===== src/rtl/feature_stream_pkg.sv =====
// Shared types and helpers for the feature-map streamer.
package feature_stream_pkg;

    // Frame lifecycle: capture the sparse stream, replay it densely, pad with zeros, pulse done
    typedef enum logic [1:0] {
        FILL   = 2'd0,
        STREAM = 2'd1,
        FLUSH  = 2'd2,
        DONE   = 2'd3
    } stream_state_t;

    // Width of one pixel word, all channel lanes packed side by side
    function automatic int pixel_width(input int d_width, input int channels);
        return d_width * channels;
    endfunction

endpackage


===== src/rtl/feature_map_ram.sv =====
// Feature-map store: one write port, one registered read port, no reset on the array.
module feature_map_ram #(
    parameter int WIDTH  = 8,
    parameter int DEPTH  = 16,
    parameter int ADDR_W = 4
) (
    input  logic              clk,
    input  logic              we,
    input  logic [ADDR_W-1:0] wr_addr,
    input  logic [WIDTH-1:0]  wr_data,
    input  logic [ADDR_W-1:0] rd_addr,
    output logic [WIDTH-1:0]  rd_data
);

    logic [WIDTH-1:0] mem [DEPTH];

    // Synchronous write plus registered read so the array maps onto block RAM
    always_ff @(posedge clk) begin
        if (we) begin
            mem[wr_addr] <= wr_data;
        end
        rd_data <= mem[rd_addr];
    end

endmodule


===== src/rtl/feature_map_streamer.sv =====
// Captures a valid-qualified conv-layer result stream, then replays it as a dense
// strobed raster followed by optional zero padding for downstream buffers to drain.

`ifndef LOG2
`define LOG2(x) (((x) <= 1) ? 0 : $clog2(x))
`endif

module feature_map_streamer
    import feature_stream_pkg::*;
#(
    parameter int D_WIDTH      = 8,
    parameter int CHANNELS     = 1,
    parameter int OUT_SIZE     = 4,
    parameter int FLUSH_PIXELS = 0
) (
    input  logic                                      clk,
    input  logic                                      rst_n,
    input  logic [pixel_width(D_WIDTH, CHANNELS)-1:0] in_data,
    input  logic                                      in_valid,
    input  logic                                      out_ready,
    output logic [pixel_width(D_WIDTH, CHANNELS)-1:0] out_data,
    output logic                                      out_en,
    output logic                                      frame_done,
    output logic                                      overflow
);

    localparam int PIX_W      = pixel_width(D_WIDTH, CHANNELS);
    localparam int N          = OUT_SIZE * OUT_SIZE;
    localparam int PTR_W      = `LOG2(N);
    localparam int CNT_RAW    = `LOG2(FLUSH_PIXELS + 1);
    localparam int CNT_W      = (CNT_RAW < 1) ? 1 : CNT_RAW;
    localparam int FLUSH_LAST = (FLUSH_PIXELS > 0) ? FLUSH_PIXELS - 1 : 0;

    localparam logic [PTR_W-1:0] LAST_PTR  = PTR_W'(N - 1);
    localparam logic [CNT_W-1:0] LAST_CNT  = CNT_W'(FLUSH_LAST);

    stream_state_t    state, state_next;
    logic [PTR_W-1:0] wr_ptr, wr_ptr_next;
    logic [PTR_W-1:0] rd_ptr, rd_ptr_next;
    logic [CNT_W-1:0] flush_cnt, flush_cnt_next;
    logic [PIX_W-1:0] out_data_next;
    logic             out_en_next;
    logic             frame_done_next;
    logic             overflow_next;
    logic             store_we;
    logic [PIX_W-1:0] store_q;

    // The store is addressed with the next read pointer, so its registered output
    // already holds store[rd_ptr] whenever a ready cycle wants to launch that pixel.
    feature_map_ram #(
        .WIDTH  (PIX_W),
        .DEPTH  (N),
        .ADDR_W (PTR_W)
    ) u_store (
        .clk     (clk),
        .we      (store_we),
        .wr_addr (wr_ptr),
        .wr_data (in_data),
        .rd_addr (rd_ptr_next),
        .rd_data (store_q)
    );

    // State, pointers and all registered outputs
    always_ff @(posedge clk or negedge rst_n) begin
        if (!rst_n) begin
            state      <= FILL;
            wr_ptr     <= '0;
            rd_ptr     <= '0;
            flush_cnt  <= '0;
            out_data   <= '0;
            out_en     <= 1'b0;
            frame_done <= 1'b0;
            overflow   <= 1'b0;
        end else begin
            state      <= state_next;
            wr_ptr     <= wr_ptr_next;
            rd_ptr     <= rd_ptr_next;
            flush_cnt  <= flush_cnt_next;
            out_data   <= out_data_next;
            out_en     <= out_en_next;
            frame_done <= frame_done_next;
            overflow   <= overflow_next;
        end
    end

    // Next-state and datapath decisions; the strobe defaults low so any stall idles it
    always_comb begin
        state_next      = state;
        wr_ptr_next     = wr_ptr;
        rd_ptr_next     = rd_ptr;
        flush_cnt_next  = flush_cnt;
        out_data_next   = out_data;
        out_en_next     = 1'b0;
        frame_done_next = 1'b0;
        overflow_next   = overflow;
        store_we        = 1'b0;

        case (state)
            FILL: begin
                if (in_valid) begin
                    store_we = 1'b1;
                    if (wr_ptr == LAST_PTR) begin
                        wr_ptr_next = '0;
                        state_next  = STREAM;
                    end else begin
                        wr_ptr_next = wr_ptr + PTR_W'(1);
                    end
                end
            end
            STREAM: begin
                if (out_ready) begin
                    out_data_next = store_q;
                    out_en_next   = 1'b1;
                    if (rd_ptr == LAST_PTR) begin
                        rd_ptr_next = '0;
                        if (FLUSH_PIXELS == 0) begin
                            state_next = DONE;
                        end else begin
                            state_next = FLUSH;
                        end
                    end else begin
                        rd_ptr_next = rd_ptr + PTR_W'(1);
                    end
                end
            end
            FLUSH: begin
                if (out_ready) begin
                    out_data_next = '0;
                    out_en_next   = 1'b1;
                    if (flush_cnt == LAST_CNT) begin
                        flush_cnt_next = '0;
                        state_next     = DONE;
                    end else begin
                        flush_cnt_next = flush_cnt + CNT_W'(1);
                    end
                end
            end
            DONE: begin
                frame_done_next = 1'b1;
                state_next      = FILL;
            end
            default: begin
                state_next = FILL;
            end
        endcase

        if (in_valid && (state != FILL)) begin
            overflow_next = 1'b1;
        end
    end

endmodule


===== config.mk =====
export PLATFORM = sky130hd
export DESIGN_NAME = feature_map_streamer
export DESIGN_NICKNAME = d
export VERILOG_FILES = /design/src/rtl/feature_stream_pkg.sv /design/src/rtl/feature_map_ram.sv /design/src/rtl/feature_map_streamer.sv
export SDC_FILE = /design/constraint.sdc
export NUM_CORES = 1
export LEC_CHECK = 0
export BUFFER_PORTS_ARGS = -buffer_cell sky130_fd_sc_hd__buf_4
export CAP_MARGIN = 20
export CORE_UTILIZATION = 63
export DETAILED_ROUTE_END_ITERATION = 16
export PLACE_DENSITY = 0.8
export SETUP_SLACK_MARGIN = 0.2
export SYNTH_ARGS = -nofsm -noshare
export SYNTH_HDL_FRONTEND = slang
export SYNTH_SLANG_ARGS = --single-unit
export TNS_END_PERCENT = 50

===== constraint.sdc =====
create_clock -name clk -period 3.5 [get_ports clk]
set_input_delay 0.175 -clock clk [delete_from_list [all_inputs] [get_ports clk]]
set_output_delay 0.175 -clock clk [all_outputs]
set_load 0.02 [all_outputs]

Word-level counts from Yosys, hierarchy flattened
Memories as Yosys holds them, arrays and structs flattened. A register that Yosys moved wholly into a read port is not among the register bits.
Index checks and enable logic that the tools add are counted.
- register bits: 22
- memory bits (writable): 128
- input port bits: 12
- output and inout port bits: 11
- memories kept: 1
- memories (name ; words ; width ; read ports ; clocked after memory_dff ; wr ports ; RTL line ; RTL):
    u_store.mem ; 16 ; 8 ; 1 ; 1 ; 1 ; feature_map_ram.sv:15 ; logic [WIDTH-1:0] mem [DEPTH];
- add/sub/neg operators: 3
- equality and inequality tests: 11
- mux-type cells: 22
- reduce and logical (&&, ||, !) cells: 9
- operators with widths (kind ; number):
    $mux W4 ; 4
    $mux W8 ; 2
    $pmux W8 S2 ; 1
    $mux W2 ; 6
    $ne A2 B2 Y1 const B ; 6
    $add A4 B1 Y4 const B ; 2
    $eq A4 B4 Y1 const B ; 2
    $mux W1 ; 8
    $pmux W2 S4 ; 1
    $reduce_and A6 Y1 ; 1
    $eq A2 B2 Y1 const B ; 2
    $reduce_and A2 Y1 ; 2
    $reduce_bool A2 Y1 ; 2
    $reduce_and A3 Y1 ; 1
    $eq A2 B1 Y1 const B ; 1
    $logic_not A2 Y1 ; 1
    $reduce_or A2 Y1 ; 1
    $add A1 B1 Y1 const B ; 1
    $logic_and A1 B1 Y1 ; 1

Logic depth before layout (Yosys ltp)
- depth in word-level cells: 4
- depth in mapped cells: 10
- mapped depth without buffers: 8

By module
From an unflattened synthesis, not the netlist that was laid out.
- cell total of the unflattened synthesis: 322
- area total of the unflattened synthesis: 6173.4 µm²
- by module, submodules not included (module ; times used ; cells each ; area an instance (µm²) ; sequential area each (µm²)):
    feature_map_ram ; 1 ; 229 ; 5147.4 ; 4003.8
    feature_map_streamer ; 1 ; 93 ; 1026.0 ; 525.5

Worst setup path after synthesis
No wires, ideal clock.
- path type: register -> register
- from: register state[0]
- to: memory u_store.mem[3][0], enable pin
- setup time: 0.383 ns
- arrival: 1.804 ns
- required time: 3.117 ns
- path slack: 1.312 ns
- cell stages (with the launch flop): 7
- clock period less this slack: 2.188 ns
- cell sequence: dfrtp_1 > inv_1 > ha_1 > and2_1 > clkbuf_1 > nand2_1 > nor3_1
- longest elaborated chain between the ends: 4
- ends and longest elaborated chain (element ; RTL line ; RTL):
    start, declared ; feature_map_streamer.sv:37 ; stream_state_t state, state_next;
    start signal, assigned ; feature_map_streamer.sv:75 ; state <= state_next;
    $logic_not A2 Y1 ; feature_map_streamer.sv:98 ; case (state)
    $mux W1 ; feature_map_streamer.sv:98 ;
    $mux W1 ; feature_map_ram.sv:19 ; if (we) begin
    $mux W1 (not written as such) ; feature_map_ram.sv:20 ; mem[wr_addr] <= wr_data;
    end, declared ; feature_map_ram.sv:15 ;
No other way between the ends.

Worst setup path in the final report
- from: register state[1]
- to: register u_store.rd_data[4], read port of u_store.mem
- longest elaborated chain between the ends: 2
- ends and longest elaborated chain (element ; RTL line ; RTL):
    $eq A2 B1 Y1 ; feature_map_streamer.sv:98 ;
    $mux W4 ; feature_map_streamer.sv:98 ;
    end, declared ; feature_map_ram.sv:12 ; output logic [WIDTH-1:0] rd_data
No other way between the ends.
A chain may end at the register's enable or synchronous reset.

==> flow_summary.json <==
{
  "status": "completed",
  "p_total_mw": 7.49,
  "setup-violations-final": 0,
  "die_y_um": 117,
  "die-width_um": 117,
  "ioPinCount": 23,
  "synth_edf_count": 128,
  "ys_seq_elements": 157,
  "initial_core_util_pct": 65.5,
  "tritoncts": "yes",
  "rsz0062_at_grt": "no",
  "clock_net_sink_count": 157,
  "finalMaxSlewViolations": 0,
  "grt_util_met2_pct": 50.1,
  "antenna_fix_cells": 0,
  "min_period_over_period_pct": 85.7,
  "postLayoutSetupSlackWorst_ns": 0.502,
  "timing.fmax_mhz": 334,
  "final_util_pct": 71.4,
  "cap_violations": 0,
  "clk_root_buffer_cell": "clkbuf_16",
  "area_growth_syn_to_layout_pct": 9.05,
  "drt.antenna.violating_nets": 0,
  "hold_class": "in -> reg",
  "grt_overflow": 0,
  "post_synth_xor_xnor_area_pct": 0.404,
  "synth_area_per_cell_um2": 11.1,
  "synth_fa_ha_area_share_pct": 1.50,
  "cell_rows": 41,
  "worst-endpoint-required_ns": 3.87,
  "yosys_warnings": 0,
  "slew_headroom_pct": 41.9,
  "max-vdd-ir-drop_mv": 0.465,
  "critPathMaxFanout": 44,
  "grt_usage_pct": 32.7,
  "gr-usage-met3_pct": 7.11,
  "number_of_antenna_violations_at_the_first_check_in_global_routing": 0,
  "grt_start_max_net_pins": 174,
  "drt-pass1-iter-count": 6,
  "grt-busiest-layer": "met2",
  "core_region_area_um2": 12800,
  "total_number_of_nets_in_the_final_design": 768,
  "async_flop_share_pct": 13.4,
  "first_global_vias": 5922,
  "critical_path.startpoint_type": "flop",
  "worstMarginPinSlew_ns": 0.872,
  "pwr-share-seq_pct": 32.6,
  "numPortBuffers": 22,
  "ctsResizeCount": 0,
  "largest_family_of_logic_cells_by_synthesized_area": "simple AND/OR/NAND/NOR gates",
  "clock_pin_slew_reported_for_the_worst_setup_and_hold_paths_after_clock_tree_synthesis_ns": 0.07,
  "grt_pass1_wl_um": 32400,
  "clock-skew-final_ns": 0.0118,
  "number_of_drc_violations_after_detailed_routing": 0,
  "dp_hpwl_um": 13300,
  "synth_sequential_area_ratio_pct": 54.2,
  "post-place-ws_ns": 0.660,
  "comb_power_share_pct": 43.5,
  "wire_per_inst_um": 22.8,
  "post_route_cells_drive_above_1_share_pct": 12.9,
  "die_outline_area_um2": 13700,
  "maximum_level_of_the_cts_h_tree": 4,
  "fin_tns_setup_ns": 0,
  "grt.met1_usage_pct": 46.7,
  "routabilityCongestion": 0.868,
  "detail_route.vias_per_cell": 6.86,
  "sw_frac_of_total_pct": 40.3,
  "min_period_ns": 3.00,
  "routed_wl_um": 21200,
  "internal_power_mw": 4.47,
  "p_per_area_nw_per_um2": 821,
  "cts_max_path_buffers": 2,
  "synthesized_netlist_net_count": 775,
  "power.static_leakage_nw": 3.24,
  "vias": 6386,
  "synth_top_flop_cell": "edfxtp_1",
  "arrival_time_at_the_worst_endpoint_ns": 3.37,
  "synthMuxAreaShare_pct": 6.24,
  "detailedRoute.firstIterationViolations": 1053,
  "cts_made_buffers": 17,
  "p_switching_mw": 3.02,
  "timing.setup.critical_path_class": "reg -> reg",
  "synth_compound_gate_area_share_pct": 14.3,
  "timing.final.hold_violations": 0,
  "synthesis.instances": 753,
  "synth_simple_gate_area_share_pct": 18.6,
  "filler_cell_count": 830,
  "worstSetupEndpointType": "flop",
  "post_synthesis_instance_area_um2": 8360,
  "clock_power_share_pct": 24.0,
  "worst_skew_pair.late_latency_ns": 0.43,
  "cell_variety_after_synth": 47
}
## per-layer routing
| metal | wire length [µm] | vias to the layer above |
|---|---|---|
| li1 | - | 2869 |
| met1 | 8580 | 3094 |
| met2 | 9910 | 390 |
| met3 | 2270 | 33 |
| met4 | 471 | 0 |
| met5 | 0 | - |
## repair_timing
action / 4_1_cts / 5_1_grt
buffers inserted: 0 / 0
hold endpoints to repair: 22 / 0
hold buffers: 2 / 0
## kinds of logic after synthesis
logic type,after synthesis
AO/OA/AOI/OAI,183
XOR/XNOR,3
adder cells (fa/ha/maj),10
buffers and inverters,76
flip-flops,157
multiplexers,50
AND/OR/NAND/NOR,274
## power groups by stage
stage	combinational, mW	clock (mW)	sequential [mW]
3_5_place_dp	3.16	0	2.46
3_3_place_gp	3.03	0	2.45
6_report	3.25	1.79	2.44
2_1_floorplan	2.32	0	2.44
4_1_cts	3.18	1.79	2.43
5_1_grt	3.50	1.86	2.45
## layout make-up
type / count / area [µm²] / share of cell area (%)
Sequential cell: 157 / 4530 / 49.7
Multi-Input combinational cell: 520 / 3440 / 37.7
Clock buffer: 19 / 443 / 4.86
Timing Repair Buffer: 39 / 323 / 3.54
Tap cell: 172 / 215 / 2.36
Clock inverter: 13 / 129 / 1.41
Inverter: 11 / 41.3 / 0.453
## cell usage in the layout, fill, tap and decap left out, types with 5 or more instances in the layout
cell type  count
a31oi_1        8
dfxtp_1        8
nor2b_1        9
a211oi_1      16
dfrtp_1       20
a21oi_1       79
clkbuf_16     17
nor3_1         5
mux2_2        17
buf_4         35
a211o_1        9
nor4_1        32
a311o_1        8
nand3_1       13
o41ai_1        8
nor2_1        12
o311a_1        8
nand2_1       78
inv_1         10
nand2b_1      35
o21ai_0       30
edfxtp_1     128
and3_1        49
ha_1           9
mux2i_1       33
nand4b_1      32
o2bb2ai_1      8
## flip-flops by register name, indices dropped and copies added (netlist names)
register / flops
u_store.mem: 128
out_data: 8
u_store.rd_data: 8
rd_ptr: 4
wr_ptr: 4
state: 2
frame_done: 1
out_en: 1
overflow: 1
## cell usage after synthesis, drive strengths merged, types with 13 or more instances
| cell type | number | area share [%] |
|---|---|---|
| a21oi | 79 | 4.7 |
| nor4 | 32 | 2.4 |
| dfrtp | 21 | 6.3 |
| clkbuf | 28 | 1.3 |
| nor2 | 13 | 0.61 |
| o21ai | 30 | 1.8 |
| and3 | 50 | 3.7 |
| buf | 37 | 3.1 |
| mux2i | 33 | 3.9 |
| nand3 | 14 | 0.90 |
| nand2 | 79 | 3.6 |
| mux2 | 17 | 2.3 |
| nand4b | 32 | 3.4 |
| a211oi | 16 | 1.4 |
| nand2b | 35 | 2.6 |
| edfxtp | 128 | 46 |
## worst paths after layout
| kind | from | end | slack, ns | depth (start not counted) |
|---|---|---|---|---|
| worst max-delay path | state[1] | u_store.rd_data[4] | 0.50 | 8 |
| worst min-delay path | in_data[7] | u_store.mem[9][7] | 0.12 | 1 |
| worst max register to register | state[1] | u_store.rd_data[4] | 0.50 | 8 |
| worst min register to register | overflow | overflow | 0.48 | 1 |
| max in group asynchronous | rst_n | rd_ptr[0] | 3.04 | 2 |
| min in group asynchronous | rst_n | rd_ptr[2] | 0.19 | 2 |
## critical path, cell delays in order, from the launching register on
cell and delay (ns):
dfrtp_1 0.42, inv_1 0.13, ha_2 0.43, buf_4 0.51
nand4b_1 0.17, mux2i_1 0.19, nor4_1 0.09, o41ai_1 0.70
o311a_1 0.28
## metrics by stage
step,instance area (µm²),std cells,hold slack (ns)
after global placement,8530,897,0.0869
final,9120,931,0.116
after floorplan,8360,753,-0.121
after CTS,9120,931,0.101
after global routing,9120,931,0.104
after detailed placement,8530,897,0.0935
Power figures use the tool's default switching activity.
